$ cat src/rtl/index_mem_dual_pkg.sv
// Shared widths and depth for the dual-channel index/data memory.
package index_mem_dual_pkg;
   localparam int unsigned DATA_W = 8;
   localparam int unsigned IDX_W  = 8;
   localparam int unsigned DEPTH  = 16;
   localparam int unsigned ADDR_W = 4;
endpackage

$ cat src/rtl/index_mem_bank.sv
// One channel: data/index storage with a write port and a registered read port.
import index_mem_dual_pkg::*;

module index_mem_bank #(
   parameter int unsigned DATA_W = index_mem_dual_pkg::DATA_W,
   parameter int unsigned IDX_W  = index_mem_dual_pkg::IDX_W,
   parameter int unsigned DEPTH  = index_mem_dual_pkg::DEPTH,
   parameter int unsigned ADDR_W = index_mem_dual_pkg::ADDR_W
) (
   input  logic              clk,
   input  logic              reset,
   input  logic              wr_en,
   input  logic [ADDR_W-1:0] addr,
   input  logic [DATA_W-1:0] din,
   input  logic [IDX_W-1:0]  idx_in,
   input  logic [ADDR_W-1:0] cnt,
   output logic [DATA_W-1:0] dout,
   output logic [IDX_W-1:0]  idx_out
);

   logic [DATA_W-1:0] data_mem [DEPTH];
   logic [IDX_W-1:0]  idx_mem  [DEPTH];

   // Non-blocking read of the same array gives read-before-write on address collisions.
   always_ff @(posedge clk or negedge reset) begin
      if (!reset) begin
         for (int unsigned k = 0; k < DEPTH; k++) begin
            data_mem[k] <= '0;
            idx_mem[k]  <= '0;
         end
         dout    <= '0;
         idx_out <= '0;
      end else begin
         if (wr_en) begin
            data_mem[addr] <= din;
            idx_mem[addr]  <= idx_in;
         end
         dout    <= data_mem[cnt];
         idx_out <= idx_mem[cnt];
      end
   end

endmodule

$ cat src/rtl/index_mem_dual.sv
// Dual-channel index/data memory: two independent banks sharing clock, reset and wr_en.
import index_mem_dual_pkg::*;

module index_mem_dual #(
   parameter int unsigned DATA_W = index_mem_dual_pkg::DATA_W,
   parameter int unsigned IDX_W  = index_mem_dual_pkg::IDX_W,
   parameter int unsigned DEPTH  = index_mem_dual_pkg::DEPTH,
   parameter int unsigned ADDR_W = index_mem_dual_pkg::ADDR_W
) (
   input  logic              clk,
   input  logic              reset,
   input  logic              wr_en,
   input  logic [ADDR_W-1:0] addr1w,
   input  logic [ADDR_W-1:0] addr2w,
   input  logic [DATA_W-1:0] din1,
   input  logic [DATA_W-1:0] din2,
   input  logic [IDX_W-1:0]  i1,
   input  logic [IDX_W-1:0]  i2,
   input  logic [ADDR_W-1:0] cnt1w,
   input  logic [ADDR_W-1:0] cnt2w,
   output logic [DATA_W-1:0] out1,
   output logic [DATA_W-1:0] out2,
   output logic [IDX_W-1:0]  r1,
   output logic [IDX_W-1:0]  r2
);

   index_mem_bank #(
      .DATA_W (DATA_W),
      .IDX_W  (IDX_W),
      .DEPTH  (DEPTH),
      .ADDR_W (ADDR_W)
   ) u_bank1 (
      .clk     (clk),
      .reset   (reset),
      .wr_en   (wr_en),
      .addr    (addr1w),
      .din     (din1),
      .idx_in  (i1),
      .cnt     (cnt1w),
      .dout    (out1),
      .idx_out (r1)
   );

   index_mem_bank #(
      .DATA_W (DATA_W),
      .IDX_W  (IDX_W),
      .DEPTH  (DEPTH),
      .ADDR_W (ADDR_W)
   ) u_bank2 (
      .clk     (clk),
      .reset   (reset),
      .wr_en   (wr_en),
      .addr    (addr2w),
      .din     (din2),
      .idx_in  (i2),
      .cnt     (cnt2w),
      .dout    (out2),
      .idx_out (r2)
   );

endmodule

$ cat config.mk
export PLATFORM = sky130hd
export DESIGN_NAME = index_mem_dual
export DESIGN_NICKNAME = d
export VERILOG_FILES = /design/src/rtl/index_mem_dual_pkg.sv /design/src/rtl/index_mem_bank.sv /design/src/rtl/index_mem_dual.sv
export SDC_FILE = /design/constraint.sdc
export NUM_CORES = 1
export LEC_CHECK = 0
export ABC_CLOCK_PERIOD_IN_PS = 1150
export BUFFER_PORTS_ARGS = -buffer_cell sky130_fd_sc_hd__buf_2
export CORE_MARGIN = 2
export CORE_UTILIZATION = 45
export CTS_BUF_LIST = sky130_fd_sc_hd__clkbuf_4 sky130_fd_sc_hd__clkbuf_8 sky130_fd_sc_hd__clkbuf_16
export CTS_CLUSTER_DIAMETER = 50
export DETAILED_ROUTE_END_ITERATION = 8
export HOLD_SLACK_MARGIN = 0.02
export SETUP_SLACK_MARGIN = 0.5
export SYNTH_ARGS = -nofsm -noshare
export SYNTH_HDL_FRONTEND = slang
export SYNTH_SLANG_ARGS = --single-unit
$ cat constraint.sdc
create_clock -name clk -period 1.15 [get_ports clk]
set_clock_uncertainty 0.1 [all_clocks]
set_input_delay 0.23 -clock clk [delete_from_list [all_inputs] [get_ports clk]]
set_output_delay 0.23 -clock clk [all_outputs]
set_load 0.01 [all_outputs]
==> results.py <==
metrics = {
    "clock_tree": {
        "clockBufferDepth": 3,
        "cts_buffers": 68,
        "clkLatencyLatePin_ns": 0.61,
        "cts_max_level": 3,
        "cts_tree": "done",
        "clock-sinks": 544,
        "cts_root_buffer": "clkbuf_16",
        "path_clk_slew_ns": 0.06,
    },
    "die": {
        "start_util": 0.4553,
        "dieArea_sq_um": 55030,
        "fp.dieW_um": 234.6,
        "num_rows": 84,
        "die_h_um": 234.6,
        "io_pins": 83,
        "coreArea_sq_um": 52550,
    },
    "routing": {
        "drt_iter0_drc": 846,
        "drt-pass1-iter-count": 5,
        "drc": 0,
        "detail-route-antenna-nets": 0,
        "wire_per_inst_um": 27.24,
        "vias_per_cell": 5.702,
        "vias": 14323,
        "routed_wirelength_um": 68430,
    },
    "logic_synthesis": {
        "synth_area_sq_um": 23920,
        "synth_top_area_frac": 0.5690,
        "ys_seq_area_frac": 0.5690,
        "synth.area.top_cells": "dfrtp_1 57%, mux2_2 22%, mux4_2 12%",
        "synth_area_leader_cell": "dfrtp_1",
        "ys_seq_elements": 544,
        "yosysWarnings": 0,
        "synth_nets": 1505,
        "syn_inst": 1454,
        "synth_cell_types": 23,
        "synth_area_per_cell_sq_um": 16.45,
    },
    "timing": {
        "setup-violations-final": 82,
        "tightest_slew_ns": 1.403,
        "hold_ws_ns": -0.6233,
        "setup_slack_ns": -0.3704,
        "fin_setup_tns_ns": -16.41,
        "finalCriticalPeriod_ns": 1.520,
        "rsz0062_at_grt": "yes",
        "fin_crit_sh": 1.322,
        "max_slew_margin": 0.06038,
        "hold_viol": 544,
        "drv_slew": 0,
        "fmax_ghz": 0.6577,
    },
    "placed_design": {
        "gp_congestion": 0.7407,
        "port-buffer-count": 82,
        "post-place-ws_ns": -0.6440,
        "hpwl_um": 37250,
    },
    "setup_path": {
        "crit_type": "flop to output pin",
        "worst_ep_arrival_time_ns": 1.19,
        "cp_top_family": "flip-flops",
        "required_ns": 0.82,
        "reg2reg_to": "u_bank1.dout[4]$_DFF_PN0_",
        "timing.rr.start": "u_bank1.data_mem[44]$_DFFE_PN0P_",
        "r2r_setup_slack_ns": -0.27,
        "critPathMaxFanout": 1,
        "crit_buf_inv": 1,
        "cp_cell_sequence": "buf_2",
        "cp-end-kind": "output pin",
        "crit_path_max_incr_delay_ns": 0.42,
        "worstRegToRegCells": 3,
        "worst-path-stages": 1,
        "cp_slowest_cell": "dfrtp_1",
        "worstSetupStartpointType": "flop",
    },
    "global_route": {
        "grtUsageTotal": 0.2570,
        "grt_overflow_total": 0,
        "grt_max_degree": 50,
        "antenna_found_initial": 3,
        "grt_pass1_vias": 15831,
        "grt_pass1_wl_um": 103600,
    },
    "pwr": {
        "power_density_nw_per_um2": 1853,
        "ir_worst_vdd_mv": 1.296,
        "power.leakage_nw": 15.21,
    },
    "outcome": {
        "violations": "hold timing, setup timing",
        "status": "finished, violations left",
    },
    "final_layout": {
        "nFillCells": 3721,
        "diodes": 0,
        "drive_gt1_frac": 0.6787,
        "syn_to_final_growth_pct": 38.70,
        "nets": 1829,
        "fin_util": 0.6314,
    },
    "job": {
        "maxCapViolations": 0,
    },
    "hold_path": {
        "min_path_type": "input port to async pin",
    },
}
-- cells in the final DEF, fill, tap and decap left out, types with 3 or more instances in the layout --
| cell type | n |
|---|---|
| a22oi_1 | 8 |
| nor2_4 | 20 |
| clkinvlp_4 | 3 |
| clkinv_4 | 4 |
| clkinv_2 | 6 |
| nand2b_4 | 11 |
| buf_2 | 62 |
| inv_6 | 3 |
| buf_6 | 71 |
| buf_16 | 23 |
| or3_4 | 3 |
| mux4_2 | 128 |
| buf_12 | 88 |
| nor2b_4 | 3 |
| bufinv_16 | 6 |
| nor2b_2 | 3 |
| buf_4 | 120 |
| a22oi_2 | 56 |
| nand2_1 | 32 |
| clkinv_8 | 3 |
| clkbuf_8 | 9 |
| nand3b_4 | 3 |
| mux2_2 | 88 |
| mux2_4 | 424 |
| dfrtp_1 | 543 |
| clkbuf_4 | 12 |
| clkbuf_16 | 73 |
-- report_power, final --
part / internal (mW) / leakage (nW) / switching (mW)
sequential: 23.7 / 6.68 / 2.53
clock: 13.3 / 1.15 / 8.53
combinational: 9.24 / 7.39 / 4.22
-- registers in the layout, summed over array words and instances (netlist names) --
name	count
u_bank1.data_mem	128
u_bank1.dout	8
u_bank1.idx_mem	128
u_bank1.idx_out	8
u_bank2.data_mem	128
u_bank2.dout	8
u_bank2.idx_mem	128
u_bank2.idx_out	8
-- layer usage --
layer	wire length, um	share of wire	GRT usage	up-vias
li1	-	-	-	6078
met5	45	0.00066	0	-
met4	2360	0.034	0.08707	6
met1	28700	0.42	0.3350	7769
met2	34640	0.51	0.4361	326
met3	2693	0.039	0.04482	144
-- synthesized netlist by cell type (all sizes together) --
cell type,count
a22oi,64
and2,2
buf,61
clkbuf,57
dfrtp,544
mux2,512
mux4,128
nand2,36
nand2b,11
nand3,2
nand3b,4
nor2,22
nor2b,6
nor3b,2
or3,3
-- area by class of cell --
cell class                      instances  area, sq um  area share
Timing Repair Buffer                  372         4551      0.1371
Multi-Input combinational cell        792        11830      0.3564
Tap cell                              688        860.8     0.02594
Sequential cell                       544        13610      0.4103
Clock buffer                           88         1926     0.05803
Clock inverter                         28        404.1     0.01218
-- cells by family (layout without fill, tap and decap cells) --
kind of cell,after synthesis,after routing,synth area share
flops,544,544,0.5690
compound gates,64,64,0.02008
simple gates,88,88,0.01993
mux,640,640,0.3662
buf+inv,118,488,0.02479
-- per-stage QoR --
| stage | instances | power (mW) | area (sq um) |
|---|---|---|---|
| finish | 2512 | 61.49 | 33180 |
| global route | 2512 | 64.11 | 33180 |
| CTS | 2481 | 60.82 | 32350 |
| detailed placement | 2301 | 37.12 | 27770 |
| global placement | 2301 | 36.68 | 27770 |
| floorplan | 1454 | 33.06 | 25000 |
-- timing repair --
action | 4_1_cts | 5_1_grt
gates resized for setup | 325 | 129
pin swaps | 29 | 22
gates cloned | 25 | 2
setup buffers | 39 | 29
endpoints found under the hold margin | 824 | 546
endpoints found under the setup margin | 576 | 576
-- how the worst max path moves through the flow --
stage                                             from                                to  slack [ns]
after floorplan                              addr1w[2]  u_bank1.data_mem[60]$_DFFE_PN0P_       -0.39
after global routing      u_bank2.idx_out[6]$_DFF_PN0_                             r2[6]       -0.40
after CTS                 u_bank2.idx_out[3]$_DFF_PN0_                             r2[3]       -0.41
after global placement                        cnt1w[0]         u_bank1.dout[2]$_DFF_PN0_       -0.59
final                        u_bank1.dout[3]$_DFF_PN0_                           out1[3]       -0.37
after detailed placement                      cnt1w[0]         u_bank1.dout[2]$_DFF_PN0_       -0.64
Power figures use the tool's default switching activity.
